$ cat src/rtl/fifo_rd_port_ctrl.sv
// ---------------------------------------------------------------------------
// fifo_rd_port_ctrl
//   Read-side bookkeeping for one port of the multi-read-port FIFO: read
//   pointer, occupancy count, empty flag and the enable/resync behaviour.
//
//   Ports:
//     clk        in   clock, rising edge
//     rst        in   synchronous active-high reset
//     port_en    in   runtime enable for this port
//     rd_en      in   read request for this port
//     wr_acc     in   a write is accepted into the shared memory this cycle
//     wr_ptr_nxt in   write pointer value after this cycle's write
//     rd_ptr     out  address of the next word this port will read
//     count      out  words written but not yet read by this port
//     empty      out  no readable word (or port disabled)
//     rd_acc     out  read accepted this cycle
// ---------------------------------------------------------------------------
module fifo_rd_port_ctrl #(
    parameter int DEPTH = 32,
    localparam int AW = $clog2(DEPTH),
    localparam int CW = $clog2(DEPTH) + 1
) (
    input  logic          clk,
    input  logic          rst,
    input  logic          port_en,
    input  logic          rd_en,
    input  logic          wr_acc,
    input  logic [AW-1:0] wr_ptr_nxt,
    output logic [AW-1:0] rd_ptr,
    output logic [CW-1:0] count,
    output logic          empty,
    output logic          rd_acc
);

    assign empty  = (count == '0) | ~port_en;
    assign rd_acc = rd_en & ~empty;

    always_ff @(posedge clk) begin
        if (rst) begin
            rd_ptr <= '0;
            count  <= '0;
        end else if (!port_en) begin
            // A disabled port tracks the write pointer so that, once
            // re-enabled, it only sees words written from then on.
            rd_ptr <= wr_ptr_nxt;
            count  <= '0;
        end else begin
            if (rd_acc)
                rd_ptr <= rd_ptr + 1'b1;
            case ({wr_acc, rd_acc})
                2'b10:   count <= count + 1'b1;
                2'b01:   count <= count - 1'b1;
                default: count <= count;
            endcase
        end
    end

endmodule

$ cat src/rtl/fifo_singleclock_multi_rd_port.sv
// ---------------------------------------------------------------------------
// fifo_singleclock_multi_rd_port
//   Single-clock FIFO with one write port and NUM_RD independent read ports.
//   Every word written is delivered once, in order, to each port that was
//   enabled when it was written; a slot is reused only after every such port
//   has consumed it.
//
//   Ports:
//     clk        in   clock, rising edge
//     rst        in   synchronous active-high reset
//     din        in   write data
//     wr_en      in   write request
//     full       out  write refused this cycle (any enabled port holds DEPTH)
//     prog_full  out  level >= PROG_FULL (0 when PROG_FULL == 0)
//     level      out  max occupancy over enabled ports
//     port_en    in   per-port runtime enable
//     rd_en      in   per-port read request
//     dout       out  per-port registered read data (1-cycle latency)
//     empty      out  per-port empty flag
// ---------------------------------------------------------------------------
module fifo_singleclock_multi_rd_port #(
    parameter int WIDTH     = 8,
    parameter int DEPTH     = 32,
    parameter int NUM_RD    = 2,
    parameter int PROG_FULL = 0,
    localparam int AW = $clog2(DEPTH),
    localparam int CW = $clog2(DEPTH) + 1
) (
    input  logic                         clk,
    input  logic                         rst,
    input  logic [WIDTH-1:0]             din,
    input  logic                         wr_en,
    output logic                         full,
    output logic                         prog_full,
    output logic [CW-1:0]                level,
    input  logic [NUM_RD-1:0]            port_en,
    input  logic [NUM_RD-1:0]            rd_en,
    output logic [NUM_RD-1:0][WIDTH-1:0] dout,
    output logic [NUM_RD-1:0]            empty
);

    if (WIDTH < 1) begin : g_bad_width
        $fatal(1, "WIDTH must be >= 1");
    end
    if (DEPTH < 2 || (DEPTH & (DEPTH - 1)) != 0) begin : g_bad_depth
        $fatal(1, "DEPTH must be a power of two >= 2");
    end
    if (NUM_RD < 1 || NUM_RD > 8) begin : g_bad_num_rd
        $fatal(1, "NUM_RD must be in 1..8");
    end
    if (PROG_FULL < 0 || PROG_FULL > DEPTH) begin : g_bad_prog_full
        $fatal(1, "PROG_FULL must be in 0..DEPTH");
    end

    logic [WIDTH-1:0]           mem [DEPTH];
    logic [AW-1:0]              wr_ptr;
    logic [AW-1:0]              wr_ptr_nxt;
    logic                       wr_acc;
    logic [NUM_RD-1:0][AW-1:0]  rd_ptr;
    logic [NUM_RD-1:0][CW-1:0]  count;
    logic [NUM_RD-1:0]          rd_acc;

    // Full comes only from registered counts, so a read at DEPTH cannot let
    // a write through in the same cycle.
    always_comb begin
        full  = 1'b0;
        level = '0;
        for (int i = 0; i < NUM_RD; i++) begin
            if (port_en[i] && count[i] == CW'(DEPTH))
                full = 1'b1;
            if (port_en[i] && count[i] > level)
                level = count[i];
        end
    end

    if (PROG_FULL == 0) begin : g_no_prog_full
        assign prog_full = 1'b0;
    end else begin : g_prog_full
        assign prog_full = (level >= CW'(PROG_FULL));
    end

    assign wr_acc     = wr_en & ~full & ~rst;
    assign wr_ptr_nxt = wr_ptr + {{(AW-1){1'b0}}, wr_acc};

    always_ff @(posedge clk) begin
        if (rst)
            wr_ptr <= '0;
        else
            wr_ptr <= wr_ptr_nxt;
    end

    // Storage array carries no reset so it maps onto block RAM.
    always_ff @(posedge clk) begin
        if (wr_acc)
            mem[wr_ptr] <= din;
    end

    // Read and write never hit the same slot in one cycle: a port only reads
    // when count > 0 and a write only lands when no enabled port is at DEPTH.
    always_ff @(posedge clk) begin
        for (int i = 0; i < NUM_RD; i++) begin
            if (rst)
                dout[i] <= '0;
            else if (rd_acc[i])
                dout[i] <= mem[rd_ptr[i]];
        end
    end

    for (genvar g = 0; g < NUM_RD; g++) begin : g_rd_port
        fifo_rd_port_ctrl #(
            .DEPTH (DEPTH)
        ) u_ctrl (
            .clk        (clk),
            .rst        (rst),
            .port_en    (port_en[g]),
            .rd_en      (rd_en[g]),
            .wr_acc     (wr_acc),
            .wr_ptr_nxt (wr_ptr_nxt),
            .rd_ptr     (rd_ptr[g]),
            .count      (count[g]),
            .empty      (empty[g]),
            .rd_acc     (rd_acc[g])
        );
    end

endmodule

$ cat config.mk
export PLATFORM = sky130hd
export DESIGN_NAME = fifo_singleclock_multi_rd_port
export DESIGN_NICKNAME = d
export VERILOG_FILES = /design/src/rtl/fifo_rd_port_ctrl.sv /design/src/rtl/fifo_singleclock_multi_rd_port.sv
export SDC_FILE = /design/constraint.sdc
export NUM_CORES = 1
export LEC_CHECK = 0
export CAP_MARGIN = 0
export CORE_UTILIZATION = 55
export CTS_BUF_LIST = sky130_fd_sc_hd__clkbuf_16
export DETAILED_ROUTE_END_ITERATION = 8
export HOLD_SLACK_MARGIN = 0.08
export MAX_ROUTING_LAYER = met4
export PLACE_DENSITY = 0.83
export SLEW_MARGIN = 30
export SYNTH_ARGS = -nofsm -noshare
export SYNTH_HDL_FRONTEND = slang
export SYNTH_SLANG_ARGS = --single-unit
$ cat constraint.sdc
create_clock -name clk -period 3.8 [get_ports clk]
set_clock_uncertainty 0.05 [all_clocks]
set_input_delay 0.76 -clock clk [delete_from_list [all_inputs] [get_ports clk]]
set_output_delay 0.76 -clock clk [all_outputs]
set_load 0.05 [all_outputs]
# Word-level counts from Yosys, hierarchy flattened
# Memories as Yosys holds them, arrays and structs flattened. A register that Yosys moved wholly into a read port is not among the register bits.
# Index checks and enable logic that the tools add are counted.
[totals] ramBits=256 in_bits=15 out_inout_bits=26 mem_bits_ro=0 wordCells=57 latchBits=0 mem_count=1 register_bits=27
[op_classes] reduce_logical=10 div=0 mux=12 n_eq_ne=8 shift=0 order_cmp=2 add_sub_neg=7 multipliers=0 bitwise_logic=12
[mem_list] name="mem" words=32 width=8 read_ports=2 rd_clocked_by_memory_dff=2 write_ports=1 line="fifo_singleclock_multi_rd_port.sv:55" source="logic [WIDTH-1:0] mem [DEPTH];"
[op_table] cell="6-bit case mux with 2 select lines" n=2
[op_table] cell="5-bit 2-to-1 mux" n=4
[op_table] cell="6-bit by 1-bit adder with 6-bit output (second input constant)" n=2
[op_table] cell="6-bit equality test (second input constant)" n=2
[op_table] cell="6-bit logical NOT" n=2
[op_table] cell="6-bit 2-to-1 mux" n=2
[op_table] cell="6-bit by 1-bit subtractor with 6-bit output (second input constant)" n=2
[op_table] cell="5-bit by 1-bit adder with 5-bit output (second input constant)" n=2
[op_table] cell="6-bit by 1-bit greater-than comparator with 1-bit output (second input constant)" n=1
[op_table] cell="6-bit greater-than comparator" n=1
[op_table] cell="1-bit NOT" n=6
[op_table] cell="5-bit by 1-bit adder with 5-bit output" n=1
[op_table] cell="1-bit bitwise AND" n=4
[op_table] cell="2-bit by 1-bit equality test with 1-bit output (second input constant)" n=2
[op_table] cell="2-bit equality test (second input constant)" n=2
[op_table] cell="1-bit logical AND" n=4
[op_table] cell="1-bit 2-to-1 mux" n=4
[op_table] cell="2-bit by 1-bit != test with 1-bit output (second input constant)" n=2
[op_table] cell="2-bit nonzero test" n=2
[op_table] cell="2-bit OR reduction" n=2
[op_table] cell="1-bit OR" n=2

# Depth between registers and ports, before layout
[depth] depth_word=9 mapped_depth=14 mapped_depth_nobuf=12

# Hierarchy
# From an unflattened synthesis, not the netlist that was laid out.
[hier_totals] cells_unflattened=948 hier_area_um2=14706.6
[by_module_without_submodules] module="fifo_singleclock_multi_rd_port" instances=1 area_each_um2=13215.2 cells_each=780
[by_module_without_submodules] module="fifo_rd_port_ctrl" instances=2 area_each_um2=745.7 cells_each=84

# Worst setup path before layout
# No wires, ideal clock.
[synth_timing] kind="input to output" start="in port_en[0]" end="out level[1]" required_ps=2990 stages=9 t_arrival_ps=3355 setup_slack_ps=-365 cell_sequence="buf_2 clkbuf_1 nand2_1 ha_1 nor2b_1 o21a_1 o21a_1 o41ai_4 mux2i_1"
[synth_via] elab_chain_len=5
[synth_rtl] item="start, declared" line="fifo_singleclock_multi_rd_port.sv:36" source="input logic [NUM_RD-1:0] port_en,"
[synth_rtl] item="1-bit logical AND (*)" line="fifo_singleclock_multi_rd_port.sv:71" source="if (port_en[i] && count[i] > level)"
[synth_rtl] item="6-bit 2-to-1 mux (*)" line="fifo_singleclock_multi_rd_port.sv:71"
[synth_rtl] item="6-bit greater-than comparator" line="fifo_singleclock_multi_rd_port.sv:71"
[synth_rtl] item="1-bit logical AND" line="fifo_singleclock_multi_rd_port.sv:71"
[synth_rtl] item="6-bit 2-to-1 mux (*)" line="fifo_singleclock_multi_rd_port.sv:71"
[synth_rtl] item="end, declared" line="fifo_singleclock_multi_rd_port.sv:35" source="output logic [CW-1:0] level,"
# Mark *: on every way between the ends. The rest lies on a longest branch, timed or not.

# Final worst setup path
[layout_timing] start="in port_en[0]" end="out level[5]"
# Same word-level chain as after synthesis.

==> metrics.yaml <==
global_routing:
  globalRouteOverflowTotal: 0
  grt_antenna_before_repair: 0
  grt_pass1_wl_mm: 54.8
  grt_pass1_vias: 9260
  grt_max_degree: 43
  grt_usage_pct: 28.4
yosys:
  netlist_area_sq_um: 14600
  async_flop_share_pct: 0
  yosysSeqAreaShare_pct: 58.7
  ys_seq_elements: 299
  syn_avg_cell_area_sq_um: 14.7
  yosys.area.top_type: "edfxtp_1"
  synth_nets: 1026
  netlist_instances: 992
  yosysTopAreaCellShare_pct: 52.8
  synthTopCellsByArea: "edfxtp_1 (53%), mux4_2 (11%), mux2i_1 (10%)"
  synth_top_flop_cell: "edfxtp_1"
  yosys.cell_types.count: 62
  ys_warn_count: 0
  synth_edf_count: 256
drt:
  dr.first_iter.drc_count: 1221
  vias_per_cell: 6.59
  routedWlPerCell_um: 25.3
  antenna_left: 0
  drtPass1Iterations: 5
  wl_mm: 36.1
  vias: 9381
  drc_errors: 0
layout:
  antenna_cells: 0
  final_cell_mix: "edfxtp_1 (256), mux2i_1 (143), mux4_2 (72), a22oi_1 (71), buf_4 (70)"
  n_fill_cell: 1816
  final_common_cell: "edfxtp_1"
  stdcell_area_sq_um: 16700
  area_delta_synth_final_pct: 14.7
  fin_nets: 1099
  drive_gt1_share_pct: 20.2
power:
  power_density_nw_per_um2: 417
  pwr-share-seq_pct: 51.9
  power.internal_mw: 5.36
  share_comb_of_total_power_pct: 8.0
  switchingPower_mw: 1.61
  irDropWorstVdd_mv: 0.389
  p_sw_share_pct: 23.1
  pwr-share-clk_pct: 40.1
  p_leak_nw: 5.30
  total_power_mw: 6.97
worst_hold_path:
  min_path_type: "flip-flop to flip-flop"
  holdPathEnd: "dout[10]"
  hold_depth: 1
  min_from: "dout[10]"
die:
  die_area_sq_um: 27100
  core_sq_um: 26000
  die_x_um: 165
  initial_utilization_pct: 56.0
  rows: 59
  die_h_um: 165
  io_pins: 41
cts:
  cts-root-buf: "clkbuf_16"
  cts_buffers: 31
  cts_tree: "built"
  clk_latency_ns: 0.58
  htreeDepth: 1
  cts_buffer_depth: 3
  path_clk_slew_ns: 0.06
  cts_hold_buf: 0
  postCtsSetupRepairBufs: 0
  clkSinkCount: 299
sta:
  slew_headroom_pct: 45.9
  max_freq_mhz: 274
  setup_viol: 0
  finalMaxSlewViolations: 0
  final_hold_viol_count: 0
  fin_crit_sh_pct: 96.2
  period_minus_slack_ns: 3.66
  tns_ns: 0
  hold_ws_ns: 0.458
  worstMarginPinSlew_ns: 0.811
  rsz0062_at_grt: "no"
critical_path:
  cp_common_cell: "o21a_1"
  r2r_end: "g_rd_port[1].u_ctrl.count[4]"
  setup.worst_path.class: "input port to output port"
  arrival_ns: 2.85
  r2r_start: "g_rd_port[1].u_ctrl.count[0]"
  crit_family: "buffers and inverters"
  cp_num_buf_inv: 3
  crit_path_start_kind: "input port"
  worst_path_max_delay_cell: "dlygate4sd2_1"
  reg2reg_depth: 12
  crit_start: "port_en[0]"
  path_max_fanout: 4
  path_cells: "dlygate4sd2_1 -> nand2_4 -> ha_4 -> nor2b_1 -> o21a_1 -> o21a_1 -> o41ai_4 -> buf_4 -> mux2i_4 -> buf_12"
  cp.required_ns: 2.99
  r2r_slack_ns: 0.50
  critPathCaptureType: "output port"
  slowest_delay_ns: 0.33
place:
  portBuffers: 39
  post-dp-hpwl_mm: 23.6
  gp_congestion: 0.953
  dpl_cell_area_sq_um: 15800
run_status:
  status: "finished, final reports clean"
flow_run:
  maxCapViolations: 0
## cells in the mapped netlist, types with 2 or more instances
library cell / instances
a211oi_1: 5
a21o_1: 2
a21oi_1: 44
a22o_1: 7
a22oi_1: 71
a311oi_1: 3
a32o_1: 7
and2_1: 4
buf_1: 7
buf_2: 28
buf_4: 9
clkbuf_1: 27
dfxtp_1: 43
edfxtp_1: 256
ha_1: 18
inv_1: 16
mux2_2: 3
mux2i_1: 148
mux4_2: 72
nand2_1: 35
nand2b_1: 8
nand3_1: 11
nand3b_1: 2
nor2_1: 63
nor2b_1: 15
nor3_1: 13
nor4_1: 2
o21a_1: 5
o21ai_0: 14
o22ai_1: 3
o311a_1: 2
or3_1: 3
xnor2_1: 9
xor2_1: 9
## what timing repair did
item / CTS / global route
pin swaps: 1 / 0
setup endpoints to repair: 6 / 5
gates resized for setup: 3 / 1
hold endpoints to repair: 0 / 0
## kinds of logic after synthesis
group,count (synthesis),share of synthesized area [%]
DFF,299,58.7
AOI/OAI and AO/OA,175,8.55
muxes,223,21.5
xor gates and xnor gates,18,1.08
and+or+nand+nor,168,5.57
adders and majority gates,19,1.68
buffers and inverters,89,2.83
other,1,0.0258
## stage by stage
step	worst slack [ns]	std cells	utilization [%]
2_1_floorplan	-0.129	992	-
3_3_place_gp	-0.169	1367	60.7
3_5_place_dp	-0.200	1367	60.6
4_1_cts	0.0265	1423	64.3
5_1_grt	0.0415	1423	64.3
6_report	0.145	1423	64.3
## layout make-up
class | instances | area, sq um | area share (%)
sequential | 299 | 8560 | 51.3
clock inverter | 25 | 158 | 0.944
timing repair buffer | 113 | 1040 | 6.21
multi-input combinational | 604 | 5680 | 34.0
tap | 335 | 419 | 2.51
clock buffer | 31 | 776 | 4.65
inverter | 16 | 60.1 | 0.360
## metal layers
| metal | part of all wire [%] | track usage, % | wire (um) |
|---|---|---|---|
| met4 | 4.2 | 11.3 | 1520 |
| met2 | 46 | 42.8 | 16700 |
| met5 | 0 | - | 0 |
| met3 | 9.8 | 4.55 | 3540 |
| met1 | 40 | 38.9 | 14300 |
## worst max-delay path by stage
stage | to | slack (ns) | depth (start not counted)
2_1_floorplan | level[1] | -0.13 | 9
3_3_place_gp | level[3] | -0.17 | 10
3_5_place_dp | level[4] | -0.20 | 10
4_1_cts | level[5] | 0.03 | 9
5_1_grt | level[5] | 0.04 | 10
6_report | level[5] | 0.14 | 10
## flip-flops by register name, summed over array words and instances (netlist names)
signal,cells
dout,16
g_rd_port.u_ctrl.count,12
g_rd_port.u_ctrl.rd_ptr,10
mem,256
wr_ptr,5
## worst reg2reg max path, cell delays in order (launching register included)
cell	delay, ns
dfxtp_1	0.36
or4_4	0.57
nor3_1	0.36
nor2_1	0.11
nand3_1	0.17
ha_1	0.27
inv_1	0.07
fa_1	0.40
nor2b_1	0.13
o21a_1	0.13
nor3_1	0.04
or3b_2	0.44
a21oi_1	0.14
## power groups by stage
stage               combinational [mW]  clock (mW)  sequential [mW]
floorplan                        0.369           0             3.66
global placement                 0.539           0             3.69
detailed placement               0.548           0             3.69
CTS                              0.552        2.82             3.62
global route                     0.586        2.95             3.62
finish                           0.559        2.79             3.62
Power figures use the tool's default switching activity.
